[src/rtl/hazard_ctrl.sv]
// Pipeline hazard controller: load-use, redirect, multi-cycle MDU and data-memory wait
// arbitration into per-stage stall/flush controls, plus stall/flush event counters.
module hazard_ctrl #(
    parameter int MDU_LAT = 4
) (
    input  logic        clk,
    input  logic        rst,
    input  logic [4:0]  id_rs1,
    input  logic [4:0]  id_rs2,
    input  logic        id_rs1_used,
    input  logic        id_rs2_used,
    input  logic [4:0]  ex_rd,
    input  logic        ex_reg_write,
    input  logic        ex_is_load,
    input  logic        ex_redirect,
    input  logic        ex_mdu_start,
    input  logic        mem_wait,
    output logic        pc_stall,
    output logic [3:0]  stall,
    output logic [3:0]  flush,
    output logic        mdu_done,
    output logic [31:0] cnt_stall,
    output logic [31:0] cnt_flush
);

    localparam int CW = $clog2(MDU_LAT);
    localparam logic [CW-1:0] CNT_INIT = CW'(MDU_LAT - 2);

    typedef enum logic {RUN, BUSY} state_t;

    state_t          state_q, state_d;
    logic [CW-1:0]   cnt_q, cnt_d;
    logic [31:0]     stall_cnt_q, flush_cnt_q;
    logic            load_use;

    assign load_use = ex_is_load && ex_reg_write && (ex_rd != 5'd0) &&
                      ((id_rs1_used && (id_rs1 == ex_rd)) ||
                       (id_rs2_used && (id_rs2 == ex_rd)));

    // NOTE: sequential state uses non-blocking assignments so every register
    // samples the pre-edge values of the others, independent of statement order.
    always_ff @(posedge clk) begin
        if (rst) begin
            state_q     <= RUN;
            cnt_q       <= '0;
            stall_cnt_q <= '0;
            flush_cnt_q <= '0;
        end else begin
            state_q     <= state_d;
            cnt_q       <= cnt_d;
            if (pc_stall)
                stall_cnt_q <= stall_cnt_q + 32'd1;
            if (flush != 4'b0000)
                flush_cnt_q <= flush_cnt_q + 32'd1;
        end
    end

    // NOTE: defaults at the top of each combinational block guarantee every
    // path assigns every signal, so no latches are inferred.
    always_comb begin
        state_d = state_q;
        cnt_d   = cnt_q;
        case (state_q)
            RUN: begin
                // A held EX or a squashed instruction never enters the MDU.
                if (!mem_wait && !ex_redirect && ex_mdu_start) begin
                    state_d = BUSY;
                    cnt_d   = CNT_INIT;
                end
            end
            BUSY: begin
                if (!mem_wait) begin
                    if (cnt_q != '0)
                        cnt_d = cnt_q - CW'(1);
                    else
                        state_d = RUN;
                end
            end
            default: begin
                state_d = RUN;
                cnt_d   = '0;
            end
        endcase
    end

    always_comb begin
        pc_stall = 1'b0;
        stall    = 4'b0000;
        flush    = 4'b0000;
        mdu_done = 1'b0;
        if (!rst) begin
            if (mem_wait) begin
                // MEM holds, so everything upstream holds and WB gets a bubble.
                pc_stall = 1'b1;
                stall    = 4'b0111;
                flush    = 4'b1000;
            end else if (state_q == BUSY) begin
                if (cnt_q != '0) begin
                    pc_stall = 1'b1;
                    stall    = 4'b0011;
                    flush    = 4'b0100;
                end else begin
                    mdu_done = 1'b1;
                end
            end else if (ex_redirect) begin
                flush = 4'b0011;
            end else if (ex_mdu_start) begin
                pc_stall = 1'b1;
                stall    = 4'b0011;
                flush    = 4'b0100;
            end else if (load_use) begin
                pc_stall = 1'b1;
                stall    = 4'b0001;
                flush    = 4'b0010;
            end
        end
    end

    assign cnt_stall = rst ? 32'd0 : stall_cnt_q;
    assign cnt_flush = rst ? 32'd0 : flush_cnt_q;

endmodule
[config.mk]
export PLATFORM = sky130hd
export DESIGN_NAME = hazard_ctrl
export DESIGN_NICKNAME = d
export VERILOG_FILES = /design/src/rtl/hazard_ctrl.sv
export SDC_FILE = /design/constraint.sdc
export NUM_CORES = 1
export LEC_CHECK = 0
export ABC_AREA = 1
export CAP_MARGIN = 20
export CORE_ASPECT_RATIO = 0.5
export CORE_MARGIN = 8
export CORE_UTILIZATION = 29
export CTS_BUF_LIST = sky130_fd_sc_hd__clkbuf_4 sky130_fd_sc_hd__clkbuf_8
export DETAILED_ROUTE_END_ITERATION = 10
export DONT_BUFFER_PORTS = 1
export PLACE_DENSITY = 0.52
export SYNTH_ARGS = -nofsm -noshare
export SYNTH_HDL_FRONTEND = slang
export SYNTH_SLANG_ARGS = --single-unit
[constraint.sdc]
create_clock -name clk -period 1.7 [get_ports clk]
set_clock_uncertainty 0.1 [all_clocks]
set_input_delay 0.085 -clock clk [delete_from_list [all_inputs] [get_ports clk]]
set_output_delay 0.085 -clock clk [all_outputs]
set_load 0.05 [all_outputs]
==> key figures <==
Global routing
  – Initial antenna violation count: 0
  – First-pass GRT wire length: between 20000 and 30000 um
  – All-Layer GR Usage: 0.1501
  – Grt total ovfl: 0
  – Largest net degree at the start of global routing: 127
  – Vias in the first global route: around 5500

Synthesis
  – Syn Area/Cell: 5.946 um2
  – Synth warn: 0
  – Mapped Nets: 875
  – Register area share after synthesis: 0.2660
  – Count of cell types in the netlist: 34
  – Gate Count Post-Synth: 848
  – Flops & latches, synth: 67
  – Mapped cell area: ~5000 um2

Clock tree
  – Clk buf depth: 2
  – Root Buffer: clkbuf_8
  – CTS sink cnt: 67
  – CTS tree: built
  – Cts-stage hold buffer count: 4
  – CTS clk-pin slew, worst paths: roughly 90 ps
  – H-tree depth: 3
  – Clock latency on the worst-skew pair: ~360 ps
  – CTS Buf Count: 9

Power
  – Pwr Density: 486.6 nW/um2
  – Worst vdd ir: 0.3069 mV
  – Leak pwr: around 0.0032 uW

Routing
  – Iter 0 DRT Violations: 298
  – Drt pass-1 iters: 5
  – Routed WL: 17850 um
  – Post-DR wirelength/cell: 14.55 um
  – Via count normalized by instance count: approximately 4.7
  – Via count: between 5000 and 6000
  – Post-route ant nets: 0
  – Drt drc: 0

Critical path
  – Worst Path Max Fanout: 3
  – Req. time, crit path: between 1500 and 2000 ps
  – CP Capture Type: output port
  – CP max stage delay: between 300 and 400 ps
  – Crit path from: cnt_q[0]
  – Flop-to-flop setup slack: -130 ps
  – CP Class: reg -> out
  – Crit path launch type: register
  – Reg-to-reg critical path startpoint: cnt_q[0]
  – CP endpoint: stall[1]
  – Levels on crit path: 9
  – CP top delay family: buffers and inverters
  – R2R depth: 11
  – Critical R2R Capture: flush_cnt_q[25]
  – Worst path bufs/invs: 4
  – Worst Path Arrival: 1650 ps
  – Crit-path cells: inv_2, ha_4, o21ai_4, nand2_2, nor2_4, nor2_8, buf_12, clkinvlp_4, buf_8
  – Worst path slowest cell: dfxtp_2

Placement
  – Hpwl dp: ~12000 um
  – # placed instances: 1188
  – Post-place setup slack: 19.77 ps
  – PortBufs: 0
  – Gpl congestion: 0.8718

Floorplanning
  – Die width: 202.5 um
  – Core Region: 17190 um2
  – IO Pins: 98
  – Full die area: approximately 22000 um2
  – Num rows: 34
  – Initial Util: 0.2934
  – Die Y: 109.2 um

Layout
  – Share of cells above drive strength 1: 0.3605
  – Fin nets: between 1000 and 1500
  – Fin cells: 1227
  – # diodes: 0
  – Core Util, Final: 0.4338
  – Syn-to-layout area delta: 47.84%

Worst hold path
  – Worst hold path type: in -> reg

Timing
  – Setup_tns: -3198 ps
  – Final hold vios: 57
  – Final setup viols: 36
  – Peak Freq: 545.4 MHz
  – Hold WS: -291.2 ps
  – Crit share post-route: 1.078
  – Minimum clock period: 1833 ps
  – RSZ-0062 raised after global routing: true
  – Setup WS post-layout: -133.4 ps
  – Slew Limit Fails: 0

Run status
  – Failing checks: hold timing, setup timing
  – Status: complete, but fails checks

Flow run
  – MaxCap Viol Count: 0
flip-flops by register name (all words and copies together) (netlist names):
name / cells
state_q: 1
cnt_q: 2
flush_cnt_q: 32
stall_cnt_q: 32
cells by family after synthesis:
kind of cell	Yosys count	share of synthesized area
simple gates	528	0.4613
buf+inv	144	0.1216
compound gates	67	0.07692
flops	67	0.2660
xor+xnor	38	0.06601
fa+ha+maj	3	0.007445
other cells	1	0.0007437
power breakdown:
part | internal, uW | leakage, uW | switching (uW)
combinational | 269 | 0.00252 | 378
clock | 682 | 0.0000916 | 692
sequential | 1590 | 0.000549 | 19.0
total | 2540 | 0.00316 | 1090
what timing repair did:
action                                  4_1_cts  5_1_grt
hold endpoints to repair                     60       57
buffers inserted                              8        7
gates resized for setup                      11      175
pin swaps                                     7       45
endpoints found under the setup margin        9       65
cloned                                        1        5
how the worst min path moves through the flow:
stage	startpoint	endpoint	slack, ps	cells past startpoint
3_5_place_dp	rst	stall_cnt_q[22]	80	1
5_1_grt	rst	stall_cnt_q[25]	-320	1
4_1_cts	rst	stall_cnt_q[22]	-310	1
6_report	rst	stall_cnt_q[26]	-290	1
3_3_place_gp	rst	stall_cnt_q[17]	80	1
2_1_floorplan	mem_wait	state_q	190	2
placed cells by master, fill, tap and decap left out, drive strengths merged:
cell         Yosys  routed
nor4             1       1
o21ai            2       2
dfxtp           67      67
nand2          241     241
buf             20     159
ha               3       3
inv            106     105
clkinvlp         0       3
conb             1       1
xor2            38      38
nor2           156     156
a22oi            1       1
a21oi           61      61
bufinv           0       1
a211oi           1       1
dlygate4sd3      0       4
o21a             1       1
clkbuf          18      15
nor3            34      34
nand4           37      37
clkinv           0       2
a221oi           1       1
nand3           59      59
per-layer routing:
layer  global-route usage  part of all wire  up-vias
met3              0.02995             0.039       21
li1                     -                 -     2946
met4              0.03654             0.013        0
met5                    0                 0        -
met1               0.1899              0.46     2751
met2               0.2619              0.49      105
Yosys cell counts (all sizes together):
library cell	number	area share
clkbuf	18	0.013
buf	20	0.029
nor2	156	0.12
a22oi	1	0.0015
o21ai	2	0.0027
inv	106	0.079
a211oi	1	0.0015
dfxtp	67	0.27
ha	3	0.0074
a21oi	61	0.068
conb	1	0.00074
nand3	59	0.075
nand4	37	0.046
xor2	38	0.066
nor4	1	0.0012
nor3	34	0.037
nand2	241	0.18
a221oi	1	0.0017
o21a	1	0.0015
worst register-to-register path: stages, from the launching register on:
cell	delay (ps)
dfxtp_2	320
inv_2	50
ha_4	160
o21ai_4	130
nand2_2	90
nor2_4	170
nor2_8	50
buf_6	130
nand3_4	160
clkbuf_16	220
nand2_4	50
a21oi_2	120
layout make-up:
cell class	count	area [um2]
clock inverter	5	55.05
timing repair buffer	168	1513
sequential	67	1369
inverter	106	404.1
multi-input combinational	637	3690
tap	234	292.8
clock buffer	10	131.4
fill	1836	9732
metrics by stage:
step                      hold slack, ps  power, uW  instance area, um2
after floorplan                    194.8       1998                5077
after detailed placement           81.53       2090                6321
after CTS                         -308.8       3494                6659
after global placement             76.87       2088                6321
after global routing              -319.2       3763                7455
final                             -291.2       3628                7455
Note: power is estimated with default switching activity, not from simulation.
